`config.mk`:
```
export PLATFORM = sky130hd
export DESIGN_NAME = gb_run_controller
export DESIGN_NICKNAME = d
export VERILOG_FILES = /design/src/rtl/gb_run_controller.sv
export SDC_FILE = /design/constraint.sdc
export NUM_CORES = 1
export LEC_CHECK = 0
export CAP_MARGIN = 0
export CORE_ASPECT_RATIO = 0.75
export CORE_MARGIN = 3
export CORE_UTILIZATION = 62
export DETAILED_ROUTE_END_ITERATION = 7
export DONT_BUFFER_PORTS = 1
export PLACE_DENSITY = 0.74
export SLEW_MARGIN = 15
export SYNTH_ARGS = -nofsm -noshare
export SYNTH_HDL_FRONTEND = slang
export SYNTH_SLANG_ARGS = --single-unit
```
`constraint.sdc`:
```
create_clock -name clock -period 2.1 [get_ports clock]
set_input_delay 0.315 -clock clock [delete_from_list [all_inputs] [get_ports clock]]
set_output_delay 0.315 -clock clock [all_outputs]
set_load 0.02 [all_outputs]
```
`src/rtl/gb_run_controller.sv`:
```
// Run/reset sequencer for the gameboy top: holds all core domains in reset, releases them
// one by one, counts run cycles and ends the run on a halt request or the cycle budget.
module gb_run_controller #(
   parameter int NUM_DOMAINS = 2,
   parameter int RESET_HOLD  = 4,
   parameter int STAGGER     = 2,
   parameter int CNT_W       = 16,
   parameter int MAX_CYCLES  = 200
) (
   input  logic                   clock,
   input  logic                   reset,
   input  logic                   start,
   input  logic                   abort,
   input  logic                   halt_req,
   output logic [NUM_DOMAINS-1:0] core_reset,
   output logic                   running,
   output logic                   done,
   output logic                   timeout,
   output logic [CNT_W-1:0]       cycle_count
);

   localparam int REL_LAST = (NUM_DOMAINS - 1) * STAGGER;
   localparam int HW       = (RESET_HOLD > 1) ? $clog2(RESET_HOLD) : 1;
   localparam int SW       = $clog2(REL_LAST + 2);

   if (NUM_DOMAINS < 1 || RESET_HOLD < 1 || STAGGER < 1 || MAX_CYCLES < 0 ||
       (CNT_W < 31 && MAX_CYCLES >= (1 << CNT_W))) begin : g_param_check
      $error("gb_run_controller: illegal parameter combination");
   end

   typedef enum logic [2:0] {
      IDLE,
      HOLD,
      RELEASE,
      RUN,
      DONE
   } state_t;

   state_t         state;
   logic [HW-1:0]  hold_cnt;
   logic [SW-1:0]  stag_cnt;
   logic [SW-1:0]  stag_next;

   function automatic logic [CNT_W-1:0] sat_inc(input logic [CNT_W-1:0] v);
      return (&v) ? v : v + CNT_W'(1);
   endfunction

   assign stag_next = stag_cnt + SW'(1);

   always_ff @(posedge clock) begin
      if (reset || abort) begin
         state       <= IDLE;
         core_reset  <= '1;
         running     <= 1'b0;
         done        <= 1'b0;
         timeout     <= 1'b0;
         cycle_count <= '0;
         hold_cnt    <= '0;
         stag_cnt    <= '0;
      end else begin
         case (state)
            IDLE: begin
               core_reset <= '1;
               if (start) begin
                  state    <= HOLD;
                  hold_cnt <= '0;
               end
            end

            HOLD: begin
               if (hold_cnt == HW'(RESET_HOLD - 1)) begin
                  core_reset[0] <= 1'b0;
                  stag_cnt      <= '0;
                  if (NUM_DOMAINS == 1) begin
                     state   <= RUN;
                     running <= 1'b1;
                  end else begin
                     state <= RELEASE;
                  end
               end else begin
                  hold_cnt <= hold_cnt + HW'(1);
               end
            end

            RELEASE: begin
               // Domain k comes out of reset once k*STAGGER edges have passed since domain 0.
               stag_cnt <= stag_next;
               for (int k = 1; k < NUM_DOMAINS; k++) begin
                  if (stag_next == SW'(k * STAGGER))
                     core_reset[k] <= 1'b0;
               end
               if (stag_next == SW'(REL_LAST)) begin
                  state   <= RUN;
                  running <= 1'b1;
               end
            end

            RUN: begin
               cycle_count <= sat_inc(cycle_count);
               if (halt_req) begin
                  state   <= DONE;
                  done    <= 1'b1;
                  timeout <= 1'b0;
                  running <= 1'b0;
               end else if (MAX_CYCLES != 0 &&
                            cycle_count == CNT_W'(MAX_CYCLES - 1)) begin
                  state   <= DONE;
                  done    <= 1'b1;
                  timeout <= 1'b1;
                  running <= 1'b0;
               end
            end

            DONE: begin
               // Domains stay released here so the core state can be inspected.
               if (start) begin
                  state       <= HOLD;
                  hold_cnt    <= '0;
                  core_reset  <= '1;
                  done        <= 1'b0;
                  timeout     <= 1'b0;
                  cycle_count <= '0;
               end
            end

            default: begin
               state      <= IDLE;
               core_reset <= '1;
               running    <= 1'b0;
            end
         endcase
      end
   end

endmodule

```
======== Word-level counts from Yosys, hierarchy flattened ========
Index checks and enable logic that the tools add are counted.
storage, ports and cells
  input port bits ......................... 5
  register bits after elaboration ......... 28
cells by class
  equality and inequality tests ........... 14
  bitwise gates (word level) .............. 3
  reduce and logical (&&, ||, !) cells .... 18
  multiplexer cells ....................... 29
  add/sub/neg operators ................... 3
operators with widths
  operator                                                           count
  16-bit two-way mux                                                 2
  16-bit case mux with 2 select lines                                1
  3-bit AND reduction                                                6
  16-bit by 1-bit adder with 16-bit output (second input constant)   1
  16-bit by 8-bit == test with 1-bit output (second input constant)  1
  16-bit AND reduction                                               1
  3-bit two-way mux                                                  5
  3-bit case mux with 4 select lines                                 1
  2-bit inequality test (second input constant)                      5
  1-bit two-way mux                                                  9
  1-bit case mux with 3 select lines                                 3
  2-bit two-way mux                                                  4
  2-bit case mux with 2 select lines                                 2
  3-bit by 2-bit == test with 1-bit output (second input constant)   2
  2-bit nonzero test                                                 3
  2-bit OR reduction                                                 3
  2-bit by 1-bit adder with 2-bit output (second input constant)     2
  2-bit == test (second input constant)                              2
  1-bit case mux with 2 select lines                                 2
  4-bit AND reduction                                                1
  3-bit by 1-bit == test with 1-bit output (second input constant)   1
  3-bit == test (second input constant)                              1
  3-bit logical NOT                                                  1
  3-bit inequality test (second input constant)                      1
  other kinds (5)                                                    7

======== Depth between registers and ports, before layout ========
Gate-level depths: netlist of run 1.
  depth after elaboration ................. 4
  depth in mapped cells ................... 6
  gate-level depth less buffers ........... 6

======== Worst setup path before layout of run 1 ========
No wires, ideal clock.
  kind .................................... reg2reg
  start ................................... reg cycle_count[0]
  end ..................................... reg cycle_count[10]
  setup slack ............................. 0.209 ns
  stages on the path, launching flop included .. 7
  buffers on the path ..................... 0
  clock period less this slack ............ 1.891 ns
  data arrival time ....................... 1.800 ns
  path through ............................ dfxtp_1 -> ha_1 -> nand3_1 -> or3b_2 -> nor2_1 -> a21oi_1 -> a311oi_1
between the ends
  word-level cells in the longest chain between the ends .. 3
ends and longest elaborated chain
  item                                                                                     RTL line  RTL
  start, declared                                                                          19        output logic [CNT_W-1:0] cycle_count
  start signal, assigned                                                                   99        cycle_count <= sat_inc(cycle_count);
  16-bit by 1-bit adder with 16-bit output / 16-bit AND reduction (equally long branches)  45        return (&v) ? v : v + CNT_W'(1);
  16-bit two-way mux / 2-bit inequality test (equally long branches)                       -
  16-bit case mux with 2 select lines / 3-bit AND reduction (equally long branches)        -
Several ways; a longest one is shown, not always the timed one. The select of a mux whose other input is x is not followed.
A chain may end at the register's enable or synchronous reset.

======== Final worst setup path of run 1 ========
  start ................................... reg cycle_count[6]
  end ..................................... reg cycle_count[10]
The elaborated chain is that of the path after synthesis.

==> impl_metrics.sql, run 1 <==
INSERT INTO impl_metrics (metric_group, metric, value, unit) VALUES
('synthesis', 'yosys_warnings', '0', ''),
('global_route', 'grt_antenna_before_repair', '0', ''),
('timing', 'hold_viol_final', '0', ''),
('critical_path', 'worst-r2r-cell-count', '5', ''),
('critical_path', 'r2r_startpoint', 'cycle_count[6]', ''),
('route', 'routed_wirelength_normalized_by_instance_count', '17.74', 'um'),
('timing', 'setup-violations-final', '0', ''),
('floorplanning', 'core', '0.002155', 'mm^2'),
('clock_network', 'cts.hold.buffers_added', '0', ''),
('synthesis', 'synthFlopType', 'dfxtp_1', ''),
('cells_and_area', 'drive_gt1_share', '16.27', '%'),
('synthesis', 'syn-cell-area', '0.001513', 'mm^2'),
('floorplanning', 'floorplan.die_area', '0.003075', 'mm^2'),
('timing', 'max_clock_freq', '508.9', 'MHz'),
('clock_network', 'clkSinkCount', '28', ''),
('synthesis', 'synth_nets', '197', ''),
('synthesis', 'synth_async_sr_flop_share', '0', '%'),
('worst_hold_path', 'min-delay-start', 'halt_req', ''),
('critical_path', 'worst_path_largest_cell_delay', '0.55', 'ns'),
('critical_path', 'endpoint_kind', 'register', ''),
('worst_hold_path', 'min_to', 'timeout', ''),
('route', 'drt-pass1-iter-count', '5', ''),
('floorplanning', 'io_pins', '26', ''),
('timing', 'slew_headroom', '64.27', '%'),
('synthesis', 'syn-mean-instance-area', '8.004', 'um^2'),
('timing', 'final.setup_skew', '0.006558', 'ns'),
('cells_and_area', 'diodes', '0', ''),
('clock_network', 'tritoncts_clock_tree', 'built', ''),
('clock_network', 'clk_latency', '0.35', 'ns'),
('cells_and_area', 'fillers', '164', ''),
('route', 'dr.first_iter.drc_count', '163', ''),
('route', 'ant_nets', '0', ''),
('worst_hold_path', 'holdCritPathClass', 'in2reg', ''),
('critical_path', 'worstPathMaxFanout', '5', ''),
('synthesis', 'synth_enable_flop_cells', '0', ''),
('global_route', 'vias_in_the_first_global_route', '1507', ''),
('synthesis', 'synthCells', '189', ''),
('place', 'dp_hpwl', '3178', 'um'),
('cells_and_area', 'area_used_by_sequential_logic_in_the_layout', '561.8', 'um^2'),
('clock_network', 'cts-buffers-inserted', '3', ''),
('timing', 'timing.final.crit_share', '93.58', '%'),
('route', 'routed-via-count', '1626', ''),
('critical_path', 'setup.worst_path.start_class', 'register', ''),
('place', 'place_congestion', '0.8638', ''),
('critical_path', 'reg2reg_slack', '0.13', 'ns'),
('cells_and_area', 'final_net_count', '218', ''),
('pwr', 'fin_total_pwr', '0.0008440', 'W'),
('clock_network', 'cts_htree_levels', '1', ''),
('pwr', 'power.density', '483.9', 'mW/mm^2'),
('synthesis', 'ys_seq_elements', '28', ''),
('synthesis', 'synth.distinct_cells', '45', ''),
('timing', 'rsz0062_at_grt', 'false', ''),
('clock_network', 'post_cts_resized', '0', ''),
('run', 'cap_viol_max_count', '0', ''),
('timing', 'fin_worst_hold_slack', '0.1456', 'ns'),
('pwr', 'vdd_ir_drop_max', '0.0004089', 'V'),
('timing', 'worstMarginPinSlew', '0.5339', 'ns'),
('global_route', 'grt_start_max_net_pins', '22', ''),
('clock_network', 'clkTransAtPathRegs', '0.16', 'ns'),
('critical_path', 'cp.arrival', '2.23', 'ns'),
('synthesis', 'synth-seq-area-share', '37.06', '%'),
('timing', 'worst_slack', '0.1348', 'ns'),
('floorplanning', 'floorplan.initialDensity', '70.21', '%'),
('route', 'route.final.wire_length', '4276', 'um'),
('cells_and_area', 'multi_input_comb_area', '918.4', 'um^2'),
('clock_network', 'cts.root.buffer_cell', 'clkbuf_4', ''),
('floorplanning', 'num_rows', '14', ''),
('worst_hold_path', 'hold_path_depth', '2', ''),
('clock_network', 'postCtsSetupRepairBufs', '0', ''),
('outcome', 'status', 'complete, no violations', ''),
('clock_network', 'max-clock-path-buffers', '2', '');
## synth_stat cells, types with 2 or more instances
library cell  count  area share, %
nand2_1          22            5.5
nor3_1            6            2.0
o211ai_1          2           0.99
ha_1              3            2.5
clkbuf_1          6            1.5
and2_1            4            1.7
nor4_1            4            1.7
o21a_1            2           0.99
a311oi_1          4            2.3
and3b_1           2            1.2
o31ai_1           2           0.99
a211oi_1          2           0.99
a31oi_1           2           0.83
a21oi_1          17            5.6
or4_1             2           0.99
inv_1             4           0.99
nand4_1           3            1.2
nor3b_1           2           0.99
nor2_1           20            5.0
dfxtp_1          28             37
a32o_1            5            3.3
o21ai_0          16            5.3
and3_1            3            1.2
nand3_1           7            2.3
## area by class of cell
class / count / share of cell area (%)
clock buffers: 4 / 2.080
multi-input cells: 150 / 52.65
well taps: 32 / 2.296
inverters: 4 / 0.8608
repair buffers: 23 / 9.900
flip-flops and latches: 28 / 32.21
## sequential cells by signal (all words and copies together) (netlist names)
signal       cells
core_reset       2
cycle_count     16
hold_cnt         2
running          1
timeout          1
done             1
stag_cnt         2
state            3
## stage by stage
stage	cell area, um^2	utilization (%)	instances
2_1_floorplan	1513	-	189
3_3_place_gp	1698	78.80	237
3_5_place_dp	1698	78.80	237
4_1_cts	1734	80.49	241
5_1_grt	1744	80.95	241
6_report	1744	80.95	241
## worst register-to-register path, stage by stage (launching register included)
cell and delay, ns:
dfxtp_1 0.55, and2_1 0.24, or3b_2 0.53, nor2_1 0.22, a21oi_1 0.10, a311oi_1 0.25
## power by group
| part | switching, W | internal (W) | leakage, nW |
|---|---|---|---|
| sequential | 0.00000218 | 0.000533 | 0.226 |
| clock | 0.000171 | 0.000107 | 0.0210 |
| combinational | 0.0000212 | 0.00000977 | 0.355 |
| total | 0.000194 | 0.000650 | 0.602 |
## layout by cell type (no fill, tap or decap), types with 5 or more instances in the layout
master | netlist | layout
nor2_1 | 20 | 20
a32o_1 | 5 | 5
buf_4 | 0 | 23
nor3_1 | 6 | 6
o21ai_0 | 16 | 16
nand2_1 | 22 | 22
nand3_1 | 7 | 7
dfxtp_1 | 28 | 27
a21oi_1 | 17 | 17
## worst max path at each step
stage,startpoint,end,cells after the start
final,cycle_count[6],cycle_count[10],5
after global routing,cycle_count[1],cycle_count[10],6
after CTS,state[2],cycle_count[9],5
after detailed placement,state[2],cycle_count[9],5
after global placement,cycle_count[7],cycle_count[10],5
after floorplan,cycle_count[0],cycle_count[10],6
## kinds of logic (layout without fill, tap and decap cells)
family / count (synthesis) / in the layout / synth area share [%]
compound gates: 63 / 63 / 28.45
fa+ha+maj: 3 / 3 / 2.482
buf+inv: 11 / 31 / 2.812
flops: 28 / 28 / 37.06
mux: 1 / 1 / 0.6617
simple gates: 83 / 83 / 28.54
## per-layer routing
layer	track usage (%)	part of all wire (%)	vias up
li1	-	-	754
met1	39.54	43	750
met2	44.83	42	109
met3	9.447	13	13
met4	6.227	1.5	0
met5	0	0	-
No activity file was read; power rests on OpenSTA's default activity.
==> inputs of run 2 (changes only) <==
--- a/config.mk
+++ b/config.mk
@@ -12,6 +12,7 @@
 export DETAILED_ROUTE_END_ITERATION = 7
 export DONT_BUFFER_PORTS = 1
 export PLACE_DENSITY = 0.74
+export SETUP_SLACK_MARGIN = 0.15
 export SLEW_MARGIN = 15
 export SYNTH_ARGS = -nofsm -noshare
 export SYNTH_HDL_FRONTEND = slang
==> impl_metrics.sql, run 2 (synthesis results as in run 1) <==
INSERT INTO impl_metrics (metric_group, metric, value, unit) VALUES
('outcome', 'status', 'complete, no violations', ''),
('timing', 'worstMarginPinSlew', '0.4347', 'ns'),
('timing', 'final_max_slew_viol_count', '0', ''),
('route', 'routed-via-count', '1643', ''),
('timing', 'timing.final.crit_share', '87.65', '%'),
('route', 'dr.first_iter.drc_count', '163', ''),
('timing', 'timing.final.crit_period', '1.841', 'ns'),
('timing', 'rsz0062_at_grt', 'false', ''),
('clock_network', 'cts_htree_levels', '1', ''),
('critical_path', 'data_required_time_at_the_worst_endpoint', '2.39', 'ns'),
('cells_and_area', 'layout_top_registers', 'cycle_count: 16 flops, state: 3 flops', ''),
('route', 'drc', '0', ''),
('pwr', 'power.density', '479.6', 'mW/mm^2'),
('clock_network', 'tritoncts_clock_tree', 'built', ''),
('cells_and_area', 'drive_gt1_share', '19.14', '%'),
('worst_hold_path', 'holdCritPathClass', 'in2reg', ''),
('cells_and_area', 'final_net_count', '218', ''),
('clock_network', 'postCtsSetupRepairBufs', '0', ''),
('timing', 'max_clock_freq', '543.3', 'MHz'),
('floorplanning', 'io_pins', '26', ''),
('floorplanning', 'floorplan.initialDensity', '70.21', '%'),
('timing', 'slew_headroom', '71.02', '%'),
('timing', 'setup-violations-final', '0', ''),
('pwr', 'fin_total_pwr', '0.0008426', 'W'),
('global_route', 'grt_pass1_wl', '7265', 'um'),
('clock_network', 'cts.hold.buffers_added', '0', ''),
('route', 'routed_wirelength_normalized_by_instance_count', '17.85', 'um'),
('global_route', 'global_route.usage.total', '29.11', '%'),
('global_route', 'grt.overflow.total', '0', ''),
('clock_network', 'post_cts_resized', '2', ''),
('place', 'placement.io_buffers', '0', ''),
('route', 'route.final.wire_length', '4303', 'um'),
('floorplanning', 'dieHeight', '48.78', 'um'),
('place', 'placedInstanceArea', '0.001698', 'mm^2'),
('global_route', 'grt_antenna_before_repair', '0', ''),
('cells_and_area', 'diodes', '0', ''),
('pwr', 'power.clock.fraction', '32.8', '%'),
('critical_path', 'setup_crit_path_kind', 'reg2reg', ''),
('timing', 'final.setup_skew', '0.007519', 'ns'),
('critical_path', 'cp.arrival', '2.13', 'ns'),
('pwr', 'net-switching-power', '0.0001930', 'W'),
('critical_path', 'endpoint_kind', 'register', ''),
('pwr', 'p_int', '0.0006496', 'W'),
('clock_network', 'cts-buffers-inserted', '3', ''),
('timing', 'timing.setup.tns', '0', 'ns'),
('run', 'cap_viol_max_count', '0', ''),
('floorplanning', 'core', '0.002155', 'mm^2'),
('global_route', 'grt_start_max_net_pins', '22', ''),
('clock_network', 'clkSinkCount', '28', ''),
('pwr', 'vdd_ir_drop_max', '0.0004065', 'V'),
('place', 'dp_hpwl', '3178', 'um'),
('floorplanning', 'floorplan.die_area', '0.003075', 'mm^2'),
('cells_and_area', 'largest_register_ffs', '16', ''),
('pwr', 'leakage', '0.6057', 'nW'),
('cells_and_area', 'largest_register', 'cycle_count', ''),
('clock_network', 'max-clock-path-buffers', '2', ''),
('clock_network', 'clkTransAtPathRegs', '0.16', 'ns'),
('cells_and_area', 'layout.cell_area.non_filler', '0.001757', 'mm^2'),
('critical_path', 'setup.worst_path.start_class', 'register', ''),
('clock_network', 'clk_latency', '0.35', 'ns'),
('place', 'place_congestion', '0.8638', ''),
('cells_and_area', 'layout_common_cells', 'dfxtp_1, buf_4, nand2_1, nor2_1, a21oi_1', ''),
('route', 'drt-pass1-iter-count', '5', ''),
('pwr', 'comb_power_share', '3.7', '%'),
('critical_path', 'worstPathMaxFanout', '8', ''),
('cells_and_area', 'syn2layout_area_growth', '16.13', '%'),
('floorplanning', 'die_width', '63.04', 'um'),
('cells_and_area', 'fillers', '158', ''),
('route', 'ant_nets', '0', ''),
('pwr', 'seq_power_share', '63.5', '%'),
('route', 'route.detailed.vias_per_inst', '6.817', ''),
('global_route', 'vias_in_the_first_global_route', '1492', ''),
('timing', 'hold_viol_final', '0', ''),
('pwr', 'switching_share', '22.90', '%'),
('clock_network', 'cts.root.buffer_cell', 'clkbuf_4', ''),
('floorplanning', 'num_rows', '14', '');
## run 2: cell counts in the layout (fill, tap and decap cells not counted)
Identical to the previous run, type by type.
## run 2: through the flow
| stage | std cells | utilization (%) | setup slack (ns) | hold WS [ns] |
|---|---|---|---|---|
| 6_report | 241 | 81.53 | 0.2595 | 0.1465 |
| 5_1_grt | 241 | 81.53 | 0.1731 | 0.1382 |
| 4_1_cts | 241 | 80.95 | 0.1645 | 0.1518 |
| 3_5_place_dp | 237 | 78.80 | 0.1546 | 0.4693 |
| 3_3_place_gp | 237 | 78.80 | 0.2185 | 0.4545 |
| 2_1_floorplan | 189 | - | 0.2090 | 0.4435 |
## run 2: final cells by class
class                      instances  area, um^2  share of cell area [%]
tap                               32       40.04                   2.279
clock buffer                       4       36.28                   2.066
sequential                        28       566.8                   32.27
timing repair buffer              23       172.7                   9.829
inverter                           4       15.01                  0.8547
multi-input combinational        150       925.9                   52.71
## run 2: final timing paths
| check | startpoint | endpoint | slack, ns | depth (start not counted) |
|---|---|---|---|---|
| max | state[1] | timeout | 0.26 | 7 |
| min | halt_req | timeout | 0.15 | 2 |
| max reg2reg | state[1] | timeout | 0.26 | 7 |
| min reg2reg | hold_cnt[0] | hold_cnt[0] | 0.49 | 1 |
## run 2: power by group through the flow
stage | clock network [W] | registers (W) | logic (W)
after floorplan | 0 | 0.000547 | 0.0000223
after global placement | 0 | 0.000547 | 0.0000290
final | 0.000276 | 0.000535 | 0.0000309
after global routing | 0.000295 | 0.000536 | 0.0000335
after detailed placement | 0 | 0.000547 | 0.0000298
after CTS | 0.000269 | 0.000535 | 0.0000299
## run 2: layer usage
layer / track usage [%] / share of wire [%]
met4: 6.593 / 1.4
met5: 0 / 0
met1: 39.97 / 42
met3: 8.986 / 13
met2: 44.66 / 43
## run 2: critical path: stages, from the launching register on
cell,delay (ns)
dfxtp_2,0.40
buf_4,0.17
and2b_1,0.20
nand2_1,0.20
a311oi_1,0.08
buf_4,0.18
or4_1,0.41
a21oi_1,0.15
==> variant 1, RTL diff (flow settings as in run 1) <==
Re-encode `state_t` (5 states) as Gray code, 3 bits wide.
--- a/src/rtl/gb_run_controller.sv
+++ b/src/rtl/gb_run_controller.sv
@@ -29,11 +29,11 @@
    end
 
    typedef enum logic [2:0] {
-      IDLE,
-      HOLD,
-      RELEASE,
-      RUN,
-      DONE
+      IDLE    = 3'b000,
+      HOLD    = 3'b001,
+      RELEASE = 3'b011,
+      RUN     = 3'b010,
+      DONE    = 3'b110
    } state_t;
 
    state_t         state;
Check against the original RTL: no difference found for any inputs over 10 cycles, from zero or initial values; not proved beyond that.
==> variant 1 against run 1 <==
Worst hold slack improved by 0.087 ns. Sequential cell count unchanged. Wire length grew 1.1%. Core utilization down 1.7 points. Cell count grew 2.5%. Die area increased by 1.5%. Worst setup slack lost 0.039 ns. Clock skew shrank 0.0034 ns. Area after synthesis is 1.7% higher. Cell area fell by 1.4%. Non-clock buffer count fell by 1.
Power is not compared: it rests on default switching activity, and its combinational part moved more than twofold at a synthesized area within 25%.
==> variant 1: results (changes against run 1) <==
metric,value,unit,change
status,finished clean,,
yosys.area.top_type_share,36.4,%,-0.63 points
synth_area_leaders,"dfxtp_1 (36%), a21oi_1 (6.2%), nand3_1 (5.2%)",,
dp.final_hpwl,3320,µm,+4.5%
nNetsFinal,225,,+3.2%
finalNonFillerCells,247,,+2.5%
synth_flop_cell,dfxtp_1,,
grt_max_degree,19,,-14%
syn_avg_cell_area,7.69,µm²,-3.9%
clk_latency,0.32,ns,-0.03 ns
cts_resized,0,,unchanged
nFillCells,184,,+12%
pre_cts_slack,0.172,ns,+0.0179 ns
wl_per_cell,17.5,µm,-1.3%
io_buffers,0,,unchanged
p_leak,0.000620,µW,
seq_area_frac_synth,36.4,%,-0.63 points
hp-start,start,,
reg2reg_from,cycle_count[1],,
grt.total_usage,28.1,%,-0.98 points
hold_class,in -> reg,,
yosys-top-cells-count,"dfxtp_1 (28), nand2_1 (21), nor2_1 (21), a21oi_1 (19), nand3_1 (16)",,
clockRootBuffer,clkbuf_4,,
ys_async_sr_fraction,0,%,unchanged
synth_cell_types,44,,-2.2%
grt_pass1_wl,7060,µm,-2.8%
yosys_warnings,0,,unchanged
vias,1616,,-0.62%
grt_pass1_vias,1435,,-4.8%
syn-num-nets,208,,+5.6%
cts_setup_buffers,0,,unchanged
cts-htree-levels,1,,unchanged
numCtsBuffers,3,,unchanged
first_iter_violations,189,,+16%
max-vdd-ir-drop,468,µV,
reg_top3,"cycle_count: 16 flops, state: 3 flops",,
path_clk_slew,0.14,ns,-0.02 ns
gp_routability_congestion,0.888,,+2.8%
n_antenna_cell,0,,unchanged
path_max_fanout,9,,+4
dp.cells,244,,+3.0%
slew_headroom,64.4,%,+0.097 points
critPathArrivalTime,2.26,ns,+0.03 ns
drive_above_1_share,15.3,%,-0.92 points
first_pass_iters,5,,unchanged
clock_path_buffers,2,,unchanged
crit_path_start_kind,flop,,
antenna_found_initial,0,,unchanged
finClkSkew,0.00317,ns,-0.00339 ns
-- variant 1: changes by cell type in the layout (fill, tap and decap cells not counted), moves of 4 or more --
cell / run 1 / this run
nand3_1: 7 / 16
o21ai_1: 0 / 8
a32o_1: 5 / 1
o21ai_0: 16 / 10
a311oi_1: 4 / 0
and2_1: 4 / 0
-- variant 1: kinds of logic (layout without fill, tap and decap cells) --
logic type                 after synthesis  after routing  synth area share (%)
adders and majority gates                3              3                  2.44
AOI/OAI and AO/OA                       57             57                  23.3
buffers and inverters                   15             30                  4.23
muxes                                    2              2                  1.38
DFF                                     28             28                  36.4
xor gates and xnor gates                 1              1                 0.569
and+or+nand+nor                         94             94                  31.7
-- variant 1: worst paths after layout --
path | endpoint | slack [ns] | cells past startpoint
worst max register to register | cycle_count[10] | 0.1 | 6
worst max-delay path | cycle_count[10] | 0.1 | 6
worst min register to register | hold_cnt[0] | 0.50 | 2
worst min-delay path | cycle_count[6] | 0.23 | 3
-- variant 1: worst max-delay path: stages (launching register included) --
cell	delay, ns
dfxtp_1	0.37
ha_1	0.23
nand3_1	0.15
or4_1	0.64
o22ai_4	0.30
o21ai_1	0.15
o21ai_1	0.10
-- variant 1: area by class of cell --
class | instances | area share [%]
multi-input combinational | 157 | 53.1
timing repair buffer | 22 | 9.60
sequential | 28 | 32.6
tap | 32 | 2.33
clock buffer | 3 | 1.31
inverter | 5 | 1.09
-- variant 1: stage by stage --
stage | total power (µW) | instance area (µm²)
2_1_floorplan | 603 | 1540
3_3_place_gp | 613 | 1700
3_5_place_dp | 616 | 1700
4_1_cts | 819 | 1720
5_1_grt | 851 | 1720
6_report | 819 | 1720
-- variant 1: where the power goes --
| group | switching, µW | internal (µW) |
|---|---|---|
| logic | 43.5 | 24.9 |
| registers | 2.93 | 535 |
| clock network | 146 | 67.3 |
-- variant 1: per-layer routing --
| metal | track usage (%) | up-vias | wire [µm] |
|---|---|---|---|
| met5 | 0 | - | 0 |
| met4 | 2.87 | 0 | 12 |
| met3 | 6.45 | 2 | 580 |
| met2 | 41.2 | 96 | 1860 |
| met1 | 42.7 | 748 | 1870 |
| li1 | - | 770 | - |
==> variant 2, RTL diff (config.mk and constraints of run 1) <==
Without the edit above. `STAGGER`: 2 -> 1.
--- a/src/rtl/gb_run_controller.sv
+++ b/src/rtl/gb_run_controller.sv
@@ -3,7 +3,7 @@
 module gb_run_controller #(
    parameter int NUM_DOMAINS = 2,
    parameter int RESET_HOLD  = 4,
-   parameter int STAGGER     = 2,
+   parameter int STAGGER     = 1,
    parameter int CNT_W       = 16,
    parameter int MAX_CYCLES  = 200
 ) (
Formal check against the unedited RTL: not equivalent (Yosys sat finds a counterexample within 10 cycles, from zero or initial values).
==> variant 2 against run 1 <==
Worst setup slack lost 0.031 ns. Area after synthesis grew 12%. Sequential cell count is the same. Cell area grew 9.6%. Via count grew 6.9%. Clock skew shrank 0.0050 ns. Wire length grew 8.3%. Core utilization shrank 2.6 points.
Power is not compared: it rests on default switching activity, and its combinational part moved more than twofold at a synthesized area within 25%.
==> variant 2: results (changes against run 1) <==
metric,value,unit,change
status,finished clean,,
whs_endpoint,timeout,,
wl_per_cell,18.0,µm,+1.2%
drive_above_1_share,19.6,%,+3.4 points
synthAdderAreaFrac,2.80,%,+0.32 points
grt_pass1_vias,1541,,+2.3%
first_pass_iters,5,,unchanged
final-seq-area,561,µm²,-0.22%
netlist_instances,206,,+9.0%
finalNonFillerCells,258,,+7.1%
yosys.area.top_type_share,33.0,%,-4.0 points
max-vdd-ir-drop,430,µV,
clock_path_buffers,2,,unchanged
io_buffers,0,,unchanged
synth_cell_types,61,,+36%
reg2reg_from,cycle_count[15],,
pre_cts_slack,0.157,ns,+0.00240 ns
nFillCells,177,,+7.9%
critPathArrivalTime,2.23,ns,about the same
worstReg2RegEnd,cycle_count[11],,
clockRootBuffer,clkbuf_4,,
antenna_found_initial,0,,unchanged
synthXorXnorAreaFrac,0,%,unchanged
finClkSkew,0.00153,ns,-0.00503 ns
gp_routability_congestion,0.925,,+7.1%
reg_top3,"cycle_count: 16 flops, state: 3 flops",,
n_antenna_cell,0,,unchanged
hp-start,halt_req,,
place_area,1880,µm²,+10%
path_clk_slew,0.15,ns,
synth_compound_area_share,24.8,%,-3.6 points
first_iter_violations,208,,+28%
grt_max_degree,16,,-27%
muxShareOfSynthArea,3.02,%,+2.4 points
reg2reg_setup_slack,0.10,ns,-0.03 ns
grt.total_usage,28.5,%,-0.57 points
rr_worst_depth,4,,-1
vias,1738,,+6.9%
hold-worst-slack,0.163,ns,+0.0178 ns
dp.cells,254,,+7.2%
synth_area_leaders,"dfxtp_1 (33%), nand2_1 (3.8%), a21oi_1 (3.5%)",,
yosys_warnings,0,,unchanged
yosys-top-cells-count,"dfxtp_1 (28), nand2_1 (17), a21oi_1 (12), inv_1 (12), nor2_1 (12)",,
ys_async_sr_fraction,0,%,unchanged
hold_class,in -> reg,,
min_path_cells,2,,unchanged
dp.final_hpwl,3360,µm,+5.9%
clk_latency,0.33,ns,-0.02 ns
intPower,675,µW,
path_max_fanout,8,,+3
nNetsFinal,233,,+6.9%
ant_nets,0,,unchanged
seq_area_frac_synth,33.0,%,-4.0 points
worstMarginPinSlew,0.487,ns,-0.0466 ns
cts_setup_buffers,0,,unchanged
p_leak,0.000688,µW,
cts_resized,0,,unchanged
cts-htree-levels,1,,unchanged
grt_pass1_wl,7490,µm,+3.0%
==> variant 2: changes by cell type in the layout (fill, tap and decap cells not counted), sizes merged, moves of 4 or more <==
cell,run 1,this run
a21oi,18,13
a32o,5,0
inv,4,12
nand2,22,17
nand4,3,8
nor2,20,13
nor4,4,8
o21ai,16,11
==> variant 2: worst max path at each step <==
stage	startpoint	cells after the start	to	slack (ns)
final	cycle_count[15]	4	cycle_count[11]	0.10
after global routing	cycle_count[1]	5	cycle_count[6]	0.06
after CTS	cycle_count[15]	4	cycle_count[6]	0.16
after detailed placement	cycle_count[15]	4	cycle_count[6]	0.16
after global placement	cycle_count[15]	4	cycle_count[6]	0.27
after floorplan	cycle_count[0]	6	cycle_count[13]	0.23
==> variant 2: worst max-delay path, cell delays in order (launching register included) <==
cell     delay, ns
dfxtp_1       0.55
nand4_2       0.23
or4_1         0.79
a31oi_1       0.24
a31oi_1       0.08
==> variant 2: routing by layer <==
metal	share of wire (%)	track usage, %	wire length (µm)	vias up
li1	-	-	-	816
met1	44	42.0	2030	804
met2	45	42.5	2090	114
met3	11	5.71	505	4
met4	0.30	6.42	14	0
met5	0	0	0	-
==> variant 2: power by group through the flow <==
| stage | Clock, µW | Combinational, µW | Sequential (µW) |
|---|---|---|---|
| CTS | 273 | 80.8 | 544 |
| finish | 270 | 82.7 | 545 |
| detailed placement | 0 | 80.5 | 556 |
| global route | 290 | 88.3 | 546 |
| global placement | 0 | 76.5 | 555 |
| floorplan | 0 | 57.4 | 554 |
==> variant 2: area by class of cell <==
| class | instances | area share, % |
|---|---|---|
| multi-input cells | 156 | 54.8 |
| flip-flops and latches | 28 | 29.3 |
| repair buffers | 24 | 9.42 |
| inverters | 12 | 2.36 |
| well taps | 34 | 2.23 |
| clock buffers | 4 | 1.90 |
